### config.mk
export PLATFORM = sky130hd
export DESIGN_NAME = grey_decoder_nbit_pipe
export DESIGN_NICKNAME = d
export VERILOG_FILES = /design/src/rtl/grey_pkg.sv /design/src/rtl/grey_decode_stage.sv /design/src/rtl/grey_decoder_nbit_pipe.sv
export SDC_FILE = /design/constraint.sdc
export NUM_CORES = 1
export LEC_CHECK = 0
export BUFFER_PORTS_ARGS = -buffer_cell sky130_fd_sc_hd__buf_2
export CAP_MARGIN = 40
export CORE_MARGIN = 3
export CORE_UTILIZATION = 52
export DETAILED_ROUTE_END_ITERATION = 8
export HOLD_SLACK_MARGIN = 0.08
export PLACE_DENSITY = 0.76
export SYNTH_ARGS = -nofsm -noshare
export SYNTH_HDL_FRONTEND = slang
export SYNTH_SLANG_ARGS = --single-unit
export TNS_END_PERCENT = 10
### constraint.sdc
create_clock -name i_clk -period 1.73 [get_ports i_clk]
set_input_delay 0.173 -clock i_clk [delete_from_list [all_inputs] [get_ports i_clk]]
set_output_delay 0.173 -clock i_clk [all_outputs]
set_load 0.005 [all_outputs]
### src/rtl/grey_pkg.sv
// Shared helpers for the Gray decoder: integer ceiling divide and bit count.
package grey_pkg;

  function automatic int ceil_div(input int a, input int b);
    return (a + b - 1) / b;
  endfunction

  // Callers zero-extend into the 64-bit argument.
  function automatic int popcount(input logic [63:0] v);
    int c;
    c = 0;
    for (int i = 0; i < 64; i++) c += int'(v[i]);
    return c;
  endfunction

endpackage

### src/rtl/grey_decode_stage.sv
// One decoder pipeline stage: resolves binary bits HI..LO and registers the beat.
module grey_decode_stage #(
  parameter int N  = 4,
  parameter int HI = 3,
  parameter int LO = 0
) (
  input  logic         i_clk,
  input  logic         i_rst_n,
  input  logic         i_valid,
  input  logic [N-1:0] i_data,
  input  logic         i_err,
  input  logic         i_ready,
  output logic         o_valid,
  output logic [N-1:0] o_data,
  output logic         o_err
);

  logic         vld_q, err_q, ld;
  logic [N-1:0] dat_q, dat_d;

  // Bits above HI are already binary, bits at or below are still Gray;
  // bit N-1 is identical in both codes so it never needs work.
  always_comb begin
    dat_d = i_data;
    for (int k = N - 2; k >= 0; k--)
      if (k <= HI && k >= LO) dat_d[k] = dat_d[k+1] ^ i_data[k];
  end

  assign ld = !vld_q || i_ready;

  always_ff @(posedge i_clk or negedge i_rst_n) begin
    if (!i_rst_n) begin
      vld_q <= 1'b0;
      dat_q <= '0;
      err_q <= 1'b0;
    end else if (ld) begin
      vld_q <= i_valid;
      if (i_valid) begin
        dat_q <= dat_d;
        err_q <= i_err;
      end
    end
  end

  assign o_valid = vld_q;
  assign o_data  = dat_q;
  assign o_err   = err_q;

endmodule

### src/rtl/grey_decoder_nbit_pipe.sv
// Pipelined Gray-to-binary decoder with valid/ready flow control and an
// optional single-bit-step checker on the accepted code stream.
module grey_decoder_nbit_pipe
  import grey_pkg::*;
#(
  parameter int N         = 4,
  parameter int STAGES    = 2,
  parameter int CHECK_ADJ = 1
) (
  input  logic         i_clk,
  input  logic         i_rst_n,
  input  logic         i_en,
  input  logic         i_valid,
  output logic         o_ready,
  input  logic [N-1:0] i_grey,
  output logic         o_valid,
  input  logic         i_ready,
  output logic [N-1:0] o_bin,
  output logic         o_err
);

  localparam int CH = ceil_div(N, STAGES);

  logic [STAGES:0]        vld, err;
  logic [STAGES:0][N-1:0] dat;
  logic [STAGES-1:0]      dn_rdy;
  logic                   adj_err;

  assign vld[0] = i_valid & i_en;
  assign dat[0] = i_grey;
  assign err[0] = adj_err;

  // Stage s may load when any later stage is empty or the sink takes a beat;
  // written flat from the valids so ready never feeds back on itself.
  always_comb begin
    dn_rdy[STAGES-1] = i_ready;
    for (int s = STAGES - 2; s >= 0; s--)
      dn_rdy[s] = dn_rdy[s+1] | ~vld[s+2];
  end

  assign o_ready = i_en & (~vld[1] | dn_rdy[0]);

  for (genvar s = 0; s < STAGES; s++) begin : g_stage
    localparam int HI = N - 1 - s * CH;
    localparam int LO = (N - (s + 1) * CH > 0) ? N - (s + 1) * CH : 0;
    grey_decode_stage #(.N(N), .HI(HI), .LO(LO)) u_stage (
      .i_clk   (i_clk),
      .i_rst_n (i_rst_n),
      .i_valid (vld[s]),
      .i_data  (dat[s]),
      .i_err   (err[s]),
      .i_ready (dn_rdy[s]),
      .o_valid (vld[s+1]),
      .o_data  (dat[s+1]),
      .o_err   (err[s+1])
    );
  end

  if (CHECK_ADJ != 0) begin : g_chk
    logic [N-1:0] prev_q;
    logic         prev_vld_q;

    always_ff @(posedge i_clk or negedge i_rst_n) begin
      if (!i_rst_n) begin
        prev_q     <= '0;
        prev_vld_q <= 1'b0;
      end else if (i_valid && o_ready) begin
        prev_q     <= i_grey;
        prev_vld_q <= 1'b1;
      end
    end

    // A repeated code (distance 0) is a legal resample.
    assign adj_err = prev_vld_q && (popcount(64'(i_grey ^ prev_q)) > 1);
  end else begin : g_nochk
    assign adj_err = 1'b0;
  end

  assign o_valid = vld[STAGES];
  assign o_bin   = dat[STAGES];
  assign o_err   = err[STAGES];

endmodule

==> summary.txt, run 1 <==
Pwr
  – Leakage Power: 0.4477 nW
  – Internal cell power: 0.7592 mW
  – Pwr Total: 1.032 mW
  – Pwr dens: between 1000 and 1500 mW/mm^2
  – VDD IR max: 0.0005221 V
  – Switch share: 26.40%
  – Sequential Power Share: 53.0%
  – Sw power: 0.2723 mW
  – Proportion of power drawn by the clock network: 19.6%
  – Comb power frac: a little over a quarter

CTS
  – Longest Clk Path Bufs: 2
  – Clock Root Buffer: clkbuf_4
  – H-tree depth: 1
  – Setup Buffers After CTS: 0
  – Clock slew at reported path FFs: about 90 ps
  – CTS tree: done
  – Clk sinks: 17
  – PostCTS Resize Cnt: 0
  – Clk_lat worst skew: about 280 ps
  – CTS Buf Count: 3

Global routing
  – Largest net degree at the start of global routing: 18
  – Global-route wire length before repair: roughly 1900 um
  – Initial antenna violation count: 0
  – All-Layer GR Usage: 13.27%
  – Vias in the first global route: about 450
  – Total gr overflow: 0

Timing
  – Setup TNS: 0 ps
  – Hold Fails Final Rpt: 0
  – Fin crit share: around 84%
  – Slew headroom: 75.29%
  – Worst Tran Pin Value: 370.7 ps
  – # setup viols final: 0
  – RSZ-0062 raised after global routing: false
  – Min cycle time layout: 1445 ps
  – Fmax: 692.0 MHz
  – Layout Skew: between 4 and 5 ps
  – Fin. max-slew vios: 0

Route
  – Iter 0 DRT Violations: 3
  – Detailed-route DRC error count: 0
  – Routed wire per std cell: 12.47 um
  – Pre-antenna DRT Iters: 3
  – Vias per cell: 5.012
  – Drt total wl: 1072 um
  – Antenna viol nets, final: 0
  – Via count: between 400 and 500

Placed design
  – IO Port Bufs: 15
  – DP Area: around 870 um^2
  – GP Congestion: around 0.7
  – DP Cell Count: 81

Setup path
  – CP max FO: 2
  – Crit-path cells: xnor2_1 > fa_1 > o21a_1 > o22ai_1
  – WS Path Type: reg -> reg
  – Arr. time, crit path: 1650 ps
  – CP Capture Type: flop
  – Critical Path Start Type: flop
  – Critical Path Max Stage Delay: about 430 ps
  – Worst Path Required: roughly 1900 ps
  – Slowest cell on the critical path: fa_1

Synthesis
  – Synthesized cell area: ~800 um^2
  – #FFs+latches synth: 17
  – Syn_area_per_cell: roughly 15 um^2
  – Ys Warns: 0
  – Sequential area share after synthesis: 51.99%
  – Synthesized instance count: 56
  – Netlist cell types: 18
  – Syn_nets: 66

Floorplan
  – Starting Density: 59.19%
  – Die W: 45.67 um
  – Die area: 0.002086 mm^2
  – Num rows: 13
  – Chip height: 45.67 um
  – Core area: 0.001383 mm^2
  – I/O pin count: 16

Job
  – Number of max-cap violations: 0

Final layout
  – Inserted Diodes: 0
  – Fin cells: 86
  – Fin area: 908.4 um^2
  – Layout cells sized above 1: 49.30%
  – Most frequent cells in the layout: 17 x dfrtp_1, 15 x buf_2, 8 x mux2_4
  – Layout Utilization: 65.70%
  – Layout Area Growth over Synthesis: 11.01%
  – Commonest non-fill, non-tap cell in the layout: dfrtp_1
  – Nets: between 80 and 90

Min path
  – Min-Delay Path Class: in -> reg

Outcome
  – Status: completed
==> sequential cells by signal, indices dropped and copies added (netlist names) <==
signal,flops
g_stage.u_stage.o_data,8
g_chk.prev_q,4
g_stage.u_stage.o_err,2
g_stage.u_stage.o_valid,2
g_chk.prev_vld_q,1
==> worst max-delay path, delay by kind of cell, from the launching register on <==
kind | cells | cell delay [ps]
adder cells (fa/ha/maj) | 1 | 430
flip-flops | 1 | 400
AO/OA/AOI/OAI | 2 | 310
XOR/XNOR | 1 | 240
==> stage by stage <==
step	setup WS [ps]	hold WS (ps)
after floorplan	367.4	-122.6
after global placement	329.7	108.1
after detailed placement	280.8	107.1
after CTS	250.5	144.4
after global routing	189.0	149.3
final	284.9	158.8
==> cells by family (layout without fill, tap and decap cells) <==
| group | count (synthesis) | count (layout) | synth area share, % |
|---|---|---|---|
| mux | 13 | 13 | 21.56 |
| fa+ha+maj | 1 | 1 | 2.447 |
| compound gates | 2 | 2 | 1.683 |
| simple gates | 10 | 10 | 9.328 |
| xor+xnor | 7 | 7 | 7.493 |
| buf+inv | 6 | 21 | 5.504 |
| flops | 17 | 17 | 51.99 |
==> metal layers <==
layer / vias up / wire, um / GRT usage [%]
met2: 12 / 493 / 20.61
li1: 213 / - / -
met1: 204 / 519 / 15.95
met4: 0 / 8 / 8.772
met5: - / 0 / 0
met3: 2 / 51 / 3.557
==> cell type report <==
class	count	area [um^2]
Timing Repair Buffer	16	85.08
Fill cell	105	474.2
Clock buffer	3	22.52
Clock inverter	1	5.005
Inverter	1	3.754
Sequential cell	17	425.4
Tap cell	15	18.77
Multi-Input combinational cell	33	347.8
==> cell usage after synthesis <==
master / number / area (um^2)
and2_1: 1 / 6.260
nand4_1: 1 / 6.260
nand2_1: 3 / 11.26
o22ai_1: 1 / 6.260
buf_4: 4 / 30.03
nand3b_4: 1 / 20.02
mux2_2: 5 / 56.30
nor2b_4: 1 / 13.76
xor2_1: 3 / 26.28
fa_1: 1 / 20.02
o21a_1: 1 / 7.510
or2_2: 1 / 6.260
dfrtp_1: 17 / 425.4
buf_6: 1 / 11.26
nand2b_1: 2 / 12.51
mux2_4: 8 / 120.1
inv_1: 1 / 3.750
xnor2_1: 4 / 35.03
==> worst paths after layout <==
check | cells past startpoint | slack (ps) | start | endpoint
worst max-delay path | 4 | 280 | g_chk.prev_q[0]$_DFFE_PN0P_ | g_stage[0].u_stage.o_err$_DFFE_PN0P_
worst min-delay path | 2 | 160 | i_grey[0] | g_stage[0].u_stage.o_data[0]$_DFFE_PN0P_
worst max register to register | 4 | 280 | g_chk.prev_q[0]$_DFFE_PN0P_ | g_stage[0].u_stage.o_err$_DFFE_PN0P_
worst min register to register | 1 | 480 | g_chk.prev_vld_q$_DFFE_PN0P_ | g_chk.prev_vld_q$_DFFE_PN0P_
max in group asynchronous | 2 | 1130 | i_rst_n | g_stage[1].u_stage.o_valid$_DFFE_PN0P_
min in group asynchronous | 2 | 330 | i_rst_n | g_stage[0].u_stage.o_data[3]$_DFFE_PN0P_
==> timing repair <==
action	4_1_cts	5_1_grt
setup endpoints to repair	0	0
endpoints found under the hold margin	17	0
hold buffers	1	0
==> power by group through the flow <==
stage	logic, mW	registers [mW]	clock network (mW)
floorplan	0.249	0.549	0
global placement	0.281	0.553	0
detailed placement	0.286	0.559	0
CTS	0.289	0.550	0.212
global route	0.318	0.562	0.224
finish	0.283	0.547	0.202
(Power assumes the default switching activity.)
==> run 2: changes to the inputs <==
--- a/config.mk
+++ b/config.mk
@@ -5,13 +5,14 @@
 export SDC_FILE = /design/constraint.sdc
 export NUM_CORES = 1
 export LEC_CHECK = 0
+export ABC_AREA = 1
 export BUFFER_PORTS_ARGS = -buffer_cell sky130_fd_sc_hd__buf_2
 export CAP_MARGIN = 40
 export CORE_MARGIN = 3
-export CORE_UTILIZATION = 52
+export CORE_UTILIZATION = 46
 export DETAILED_ROUTE_END_ITERATION = 8
 export HOLD_SLACK_MARGIN = 0.08
-export PLACE_DENSITY = 0.76
+export PLACE_DENSITY = 0.71
 export SYNTH_ARGS = -nofsm -noshare
 export SYNTH_HDL_FRONTEND = slang
 export SYNTH_SLANG_ARGS = --single-unit
==> constraint.sdc (replaced) <==
create_clock -name i_clk -period 1.25 [get_ports i_clk]
set_input_delay 0.125 -clock i_clk [delete_from_list [all_inputs] [get_ports i_clk]]
set_output_delay 0.125 -clock i_clk [all_outputs]
set_load 0.005 [all_outputs]
==> summary.txt, run 2 <==
Timing
  – Fin. max-slew vios: 0 (unchanged)
  – RSZ-0062 raised after global routing: true (was false)
  – # setup viols final: 1 (was 0)
  – Hold Fails Final Rpt: 0 (unchanged)
  – Setup TNS: -195.3 ps (was 0 ps)
  – Slew headroom: 75.31% (was 75.29%)
  – Min cycle time layout: 1445 ps (about the same)
  – Fin crit share: 115.6% (was 83.53%)
  – Setup ws final: -195.3 ps (was 284.9 ps)
  – Layout Skew: 3.602 ps (was 4.430 ps)
  – Fmax: 691.9 MHz (was 692.0 MHz)
  – Worst Tran Pin Value: 370.3 ps (was 370.7 ps)
  – WHS: 93.76 ps (was 158.8 ps)

Placed design
  – IO Port Bufs: 15 (unchanged)
  – Post-DP HPWL: approximately 1000 um
  – DP Cell Count: 118 (was 81)
  – GP Congestion: 0.7594 (was 0.6804)

Final layout
  – Commonest non-fill, non-tap cell in the layout: nand2_1 (was dfrtp_1)
  – Multi-input gate area: 294.0 um^2 (was 347.8 um^2)
  – Layout Area Growth over Synthesis: 20.92% (was 11.01%)
  – Fin cells: 127 (was 86)
  – Nets: 122 (was 82)
  – Most frequent cells in the layout: 35 x nand2_1, 17 x dfrtp_1, 15 x buf_2 (was 17 x dfrtp_1, 15 x buf_2, 8 x mux2_4)
  – Fillers: 135 (was 105)
  – Inserted Diodes: 0 (unchanged)
  – Layout Utilization: 61.24% (was 65.70%)
  – Max reg flops: 8 (unchanged)
  – Reg area: 425.4 um^2 (unchanged)
  – Layout cells sized above 1: 26.13% (was 49.30%)

Route
  – Via count: 605 (was 431)
  – Antenna viol nets, final: 0 (unchanged)
  – Iter 0 DRT Violations: 4 (was 3)
  – Routed wire per std cell: 10.98 um (was 12.47 um)
  – Vias per cell: 4.764 (was 5.012)
  – Pre-antenna DRT Iters: 4 (was 3)
  – Drt total wl: 1395 um (was 1072 um)
  – Detailed-route DRC error count: 0 (unchanged)

Synthesis
  – #FFs+latches synth: 17 (unchanged)
  – Area share of the largest cell type after synthesis: 53.88% (was 51.99%)
  – Ys Warns: 0 (unchanged)
  – Post-synth ARST share: 100.0% (unchanged)
  – Syn_area_per_cell: 8.772 um^2 (was 14.61 um^2)
  – Post-synth EDFFs: 0 (unchanged)
  – Syn_nets: 100 (was 66)
  – Synth area leader: dfrtp_1 (unchanged)
  – Commonest cells post-synth: 35 x nand2_1, 17 x dfrtp_1, 12 x inv_1 (was 17 x dfrtp_1, 8 x mux2_4, 5 x mux2_2)
  – Sequential area share after synthesis: 53.88% (was 51.99%)
  – Largest cells by area after synthesis: dfrtp_1 54%, nand2_1 17%, inv_1 5.7%, xnor2_1 4.4%, buf_4 3.8% (was dfrtp_1 52%, mux2_4 15%, mux2_2 6.9%, xnor2_1 4.3%, buf_4 3.7%)
  – Netlist cell types: 15 (was 18)
  – Synthesized instance count: 90 (was 56)
  – Synthesized cell area: 789.5 um^2 (was 818.3 um^2)
  – Top-count cell post-synth: nand2_1 (was dfrtp_1)
  – Top FF cell, synth: dfrtp_1 (unchanged)

Min path
  – Worst Hold Launch: i_grey[0] (unchanged)
  – Min-Delay Path Class: in -> reg (unchanged)
  – Hold Path End: g_chk.prev_q[0]$_DFFE_PN0P_ (was g_stage[0].u_stage.o_data[0]$_DFFE_PN0P_)
  – Hold path depth: 3 (was 2)

Global routing
  – Vias in the first global route: 603 (was 452)
  – All-Layer GR Usage: 16.14% (was 13.27%)
  – Initial antenna violation count: 0 (unchanged)
  – Total gr overflow: 0 (unchanged)
  – Global routing's busiest layer: met2 (unchanged)
  – Largest net degree at the start of global routing: 18 (unchanged)
  – Met2 usage: 24.60% (was 20.61%)
  – GR Util met1: 20.96% (was 15.95%)
  – Global-route wire length before repair: 2442 um (was 1863 um)
  – Met3 usage: 3.383% (was 3.557%)

Setup path
  – Worst Path Required: 1440 ps (was 1940 ps)
  – Register-to-register setup slack: -200 ps (was 280 ps)
  – R2R cell count: 7 (was 4)
  – WS Path Type: reg -> reg (unchanged)
  – CP bufs+invs: 1 (was 0)
  – CP Capture Type: flop (unchanged)
  – CP max FO: 2 (unchanged)
  – Slowest cell on the critical path: fa_1 (unchanged)
  – Reg-to-reg startpoint: g_chk.prev_q[0]$_DFFE_PN0P_ (unchanged)
  – Top cell by count, worst path: nand2_1
  – Arr. time, crit path: 1640 ps (was 1650 ps)
  – Crit path max-delay family: adder cells (unchanged)
  – Crit-path cells: xnor2_2 > fa_1 > inv_1 > nand3_2 > nand2_1 > nand2_1 > nand2_1 (was xnor2_1 > fa_1 > o21a_1 > o22ai_1)
  – Worst r2r dst: g_stage[0].u_stage.o_err$_DFFE_PN0P_ (unchanged)
  – Critical Path Start Type: flop (unchanged)
  – Critical Path Max Stage Delay: 530 ps (was 430 ps)

Floorplan
  – Num rows: 14 (was 13)
  – Die area: 0.002250 mm^2 (was 0.002086 mm^2)
  – Die W: 47.43 um (was 45.67 um)
  – Starting Density: 50.64% (was 59.19%)
  – I/O pin count: 16 (unchanged)
  – Core area: 0.001559 mm^2 (was 0.001383 mm^2)
  – Chip height: 47.43 um (was 45.67 um)

Pwr
  – Switch share: 30.20% (was 26.40%)
  – Leakage Power: 0.5437 nW (was 0.4477 nW)
  – Internal cell power: 0.9353 mW (was 0.7592 mW)
  – Comb power frac: 24.9% (was 27.4%)
  – Proportion of power drawn by the clock network: 22.1% (was 19.6%)
  – Sequential Power Share: 53.0% (about the same)
  – VDD IR max: 0.0006671 V (was 0.0005221 V)
  – Sw power: 0.4047 mW (was 0.2723 mW)
  – Pwr dens: 1404 mW/mm^2 (was 1136 mW/mm^2)

CTS
  – CTS Buf Count: 3 (unchanged)
  – Clk_lat worst skew: 290 ps (was 280 ps)
  – Longest Clk Path Bufs: 2 (unchanged)
  – Clk sinks: 17 (unchanged)
  – Clock Root Buffer: clkbuf_4 (unchanged)
  – H-tree depth: 1 (unchanged)
  – CTS tree: done (unchanged)
  – Clock slew at reported path FFs: 90 ps (about the same)

Outcome
  – Status: finished, violations left (was completed)
  – Violated checks: negative setup slack

Job
  – Number of max-cap violations: 0 (unchanged)
## run 2: how the worst max path moves through the flow
stage | end | startpoint | cells after the start | slack (ps)
6_report | g_stage[0].u_stage.o_err$_DFFE_PN0P_ | g_chk.prev_q[0]$_DFFE_PN0P_ | 7 | -200
5_1_grt | g_stage[0].u_stage.o_err$_DFFE_PN0P_ | g_chk.prev_q[0]$_DFFE_PN0P_ | 7 | -250
4_1_cts | g_stage[0].u_stage.o_err$_DFFE_PN0P_ | g_chk.prev_q[3]$_DFFE_PN0P_ | 7 | -200
3_5_place_dp | g_stage[0].u_stage.o_err$_DFFE_PN0P_ | g_chk.prev_q[3]$_DFFE_PN0P_ | 7 | -180
3_3_place_gp | g_stage[0].u_stage.o_err$_DFFE_PN0P_ | g_chk.prev_q[3]$_DFFE_PN0P_ | 7 | -150
2_1_floorplan | g_stage[0].u_stage.o_err$_DFFE_PN0P_ | g_chk.prev_q[3]$_DFFE_PN0P_ | 7 | -130
## run 2: area by class of cell
class	instances	area share, %
repair buffers	22	14.68
clock buffers	4	2.752
well taps	16	2.097
flip-flops and latches	17	44.56
multi-input cells	55	30.80
inverters	13	5.111
## run 2: worst reg2reg max path, stage by stage, from the launching register on
cell	delay, ps
dfrtp_1	420
xnor2_2	160
fa_1	530
inv_1	50
nand3_2	50
nand2_1	40
nand2_1	50
nand2_1	40
## run 2: metal layers
metal / part of all wire [%] / wire, um
met3: 4.2 / 58
met1: 46 / 636
met2: 48 / 664
met4: 2.6 / 36
met5: 0 / 0
## run 2: power groups by stage
stage	sequential, mW	combinational (mW)	clock (mW)
after floorplan	0.713	0.249	0
after global placement	0.719	0.308	0
after detailed placement	0.722	0.315	0
after CTS	0.711	0.326	0.314
after global routing	0.727	0.391	0.332
final	0.710	0.334	0.296
## run 2: cells by family (layout without fill, tap and decap cells)
family | count (synthesis) | in the layout | share of synthesized area [%]
xor gates and xnor gates | 4 | 4 | 4.437
DFF | 17 | 17 | 53.88
and+or+nand+nor | 42 | 42 | 22.19
adders and majority gates | 1 | 1 | 2.536
AOI/OAI and AO/OA | 8 | 8 | 5.546
buffers and inverters | 18 | 39 | 11.41
## run 2: what timing repair did
item,in CTS,in global routing
pin swaps,0,4
setup buffers,0,1
setup endpoints to repair,1,2
endpoints found under the hold margin,19,0
resized for setup,0,2
hold buffers,4,0
## run 2: stage by stage
step                      power, mW  instance area (um^2)  setup WS [ps]
after detailed placement      1.036                 873.3         -179.3
after floorplan              0.9617                 804.5         -128.8
after CTS                     1.351                 939.7         -196.2
final                         1.340                 954.7         -195.3
after global routing          1.450                 954.7         -253.1
after global placement        1.027                 873.3         -150.4
==> run 3: changes to the inputs <==
==> constraint.sdc (replaced) <==
create_clock -name i_clk -period 1.25 [get_ports i_clk]
set_input_delay 0.125 -clock i_clk [delete_from_list [all_inputs] [get_ports i_clk]]
set_output_delay 0.125 -clock i_clk [all_outputs]
set_load 0.01 [all_outputs]
==> summary.txt, run 3 (synthesis gave the netlist of run 2 again) <==
Route
  – Vias per cell: 4.764 (unchanged)
  – Routed wire per std cell: 11.02 um (was 10.98 um)
  – Antenna viol nets, final: 0 (unchanged)
  – Detailed-route DRC error count: 0 (unchanged)
  – Drt total wl: 1399 um (was 1395 um)
  – Iter 0 DRT Violations: 4 (unchanged)
  – Via count: 605 (unchanged)
  – Pre-antenna DRT Iters: 4 (unchanged)

Timing
  – Setup ws final: -195.3 ps (unchanged)
  – Fmax: 691.9 MHz (unchanged)
  – Fin. max-slew vios: 0 (unchanged)
  – Layout Skew: 3.773 ps (was 3.602 ps)
  – Fin crit share: 115.6% (unchanged)
  – Min cycle time layout: 1445 ps (unchanged)
  – RSZ-0062 raised after global routing: true (unchanged)
  – # setup viols final: 1 (unchanged)
  – WHS: 93.76 ps (unchanged)
  – Worst Tran Pin Value: 370.2 ps (was 370.3 ps)
  – Hold Fails Final Rpt: 0 (unchanged)
  – Slew headroom: 75.32% (was 75.31%)

CTS
  – Clk_lat worst skew: 290 ps (about the same)
  – Clk sinks: 17 (unchanged)
  – Clock Root Buffer: clkbuf_4 (unchanged)
  – CTS Buf Count: 3 (unchanged)
  – Longest Clk Path Bufs: 2 (unchanged)
  – H-tree depth: 1 (unchanged)
  – Clock slew at reported path FFs: 90 ps (about the same)
  – CTS tree: done (unchanged)

Setup path
  – Worst Path Required: 1440 ps (about the same)
  – Critical Path Start Type: flop (unchanged)
  – Worst setup path startpoint: g_chk.prev_q[0]$_DFFE_PN0P_ (unchanged)
  – CP Capture Type: flop (unchanged)
  – Reg-to-reg startpoint: g_chk.prev_q[0]$_DFFE_PN0P_ (unchanged)
  – CP max FO: 2 (unchanged)
  – Arr. time, crit path: 1640 ps (about the same)
  – WS Path Type: reg -> reg (unchanged)

Pwr
  – Pwr dens: 1427 mW/mm^2 (was 1404 mW/mm^2)
  – Leakage Power: 0.5437 nW (about the same)
  – VDD IR max: 0.0006873 V (was 0.0006671 V)
  – Pwr Total: 1.363 mW (was 1.340 mW)

Floorplan
  – Die area: 0.002250 mm^2 (unchanged)
  – Chip height: 47.43 um (unchanged)
  – Die W: 47.43 um (unchanged)
  – Num rows: 14 (unchanged)
  – Core area: 0.001559 mm^2 (unchanged)
  – I/O pin count: 16 (unchanged)
  – Starting Density: 50.64% (unchanged)

Global routing
  – Initial antenna violation count: 0 (unchanged)
  – Global-route wire length before repair: 2442 um (unchanged)
  – Vias in the first global route: 603 (unchanged)
  – Total gr overflow: 0 (unchanged)
  – Largest net degree at the start of global routing: 18 (unchanged)
  – All-Layer GR Usage: 16.14% (unchanged)

Final layout
  – Multi-input gate area: 294.0 um^2 (unchanged)
  – Fin area: 954.7 um^2 (unchanged)
  – Layout Area Growth over Synthesis: 20.92% (unchanged)
  – Most frequent cells in the layout: 35 x nand2_1, 17 x dfrtp_1, 15 x buf_2 (unchanged)
  – Reg area: 425.4 um^2 (unchanged)
  – Inserted Diodes: 0 (unchanged)
  – Fin cells: 127 (unchanged)
  – Nets: 122 (unchanged)
  – Layout cells sized above 1: 26.13% (unchanged)
  – Commonest non-fill, non-tap cell in the layout: nand2_1 (unchanged)
  – Max reg flops: 8 (unchanged)
  – Fillers: 135 (unchanged)

Job
  – Number of max-cap violations: 0 (unchanged)

Placed design
  – Post-DP HPWL: 1011 um (unchanged)
  – GP Congestion: 0.7594 (unchanged)
  – DP Cell Count: 118 (unchanged)
  – Post-place setup slack: -179.3 ps (unchanged)
  – DP Area: 873.3 um^2 (unchanged)
  – IO Port Bufs: 15 (unchanged)

Outcome
  – Status: finished, violations left (unchanged)
  – Violated checks: negative setup slack (unchanged)

Min path
  – Min-Delay Path Class: in -> reg (unchanged)
  – Worst Hold Launch: i_grey[0] (unchanged)
-- run 3: cell counts in the layout (fill, tap and decap cells not counted) --
No cell type changed its count.
-- run 3: critical path, stage by stage, from the launching register on --
cell and delay [ps]:
dfrtp_1 420, xnor2_2 160, fa_1 530, inv_1 50, nand3_2 50, nand2_1 40, nand2_1 50, nand2_1 40
-- run 3: worst paths after layout --
| path | to | slack [ps] | cells past startpoint |
|---|---|---|---|
| worst min-delay path | g_chk.prev_q[0]$_DFFE_PN0P_ | 90 | 3 |
| max in group asynchronous | g_chk.prev_q[3]$_DFFE_PN0P_ | 710 | 2 |
| worst max-delay path | g_stage[0].u_stage.o_err$_DFFE_PN0P_ | -200 | 7 |
| worst max register to register | g_stage[0].u_stage.o_err$_DFFE_PN0P_ | -200 | 7 |
| min in group asynchronous | g_stage[1].u_stage.o_data[1]$_DFFE_PN0P_ | 270 | 2 |
| worst min register to register | g_chk.prev_vld_q$_DFFE_PN0P_ | 470 | 2 |
-- run 3: repair_timing --
item,4_1_cts,5_1_grt
resized for setup,0,2
hold buffers,4,0
setup endpoints to repair,1,3
buffers inserted,0,1
pin swaps,0,5
hold endpoints to repair,19,0
-- run 3: through the flow --
| step | utilization, % | TNS [ps] |
|---|---|---|
| global placement | 56.02 | -150.4 |
| floorplan | - | -128.8 |
| finish | 61.24 | -195.3 |
| CTS | 60.27 | -196.2 |
| global route | 61.24 | -253.1 |
| detailed placement | 56.02 | -179.3 |
-- run 3: cell type report --
type	count	share of cell area, %
timing repair buffer	22	14.68
inverter	13	5.111
clock buffer	4	2.752
sequential	17	44.56
multi-input combinational	55	30.80
tap	16	2.097
-- run 3: per-layer routing --
| layer | wire length, um | global-route usage, % | vias to the layer above | share of wire, % |
|---|---|---|---|---|
| li1 | - | - | 309 | - |
| met1 | 642 | 20.96 | 279 | 46 |
| met2 | 662 | 24.60 | 13 | 47 |
| met3 | 58 | 3.383 | 4 | 4.1 |
| met4 | 36 | 9.945 | 0 | 2.6 |
| met5 | 0 | 0 | - | 0 |
-- run 3: where the power goes --
part,total [mW],switching (mW),internal [mW]
Sequential,0.710,0.0601,0.650
Clock,0.296,0.172,0.124
Combinational,0.356,0.194,0.162
Total,1.36,0.426,0.936
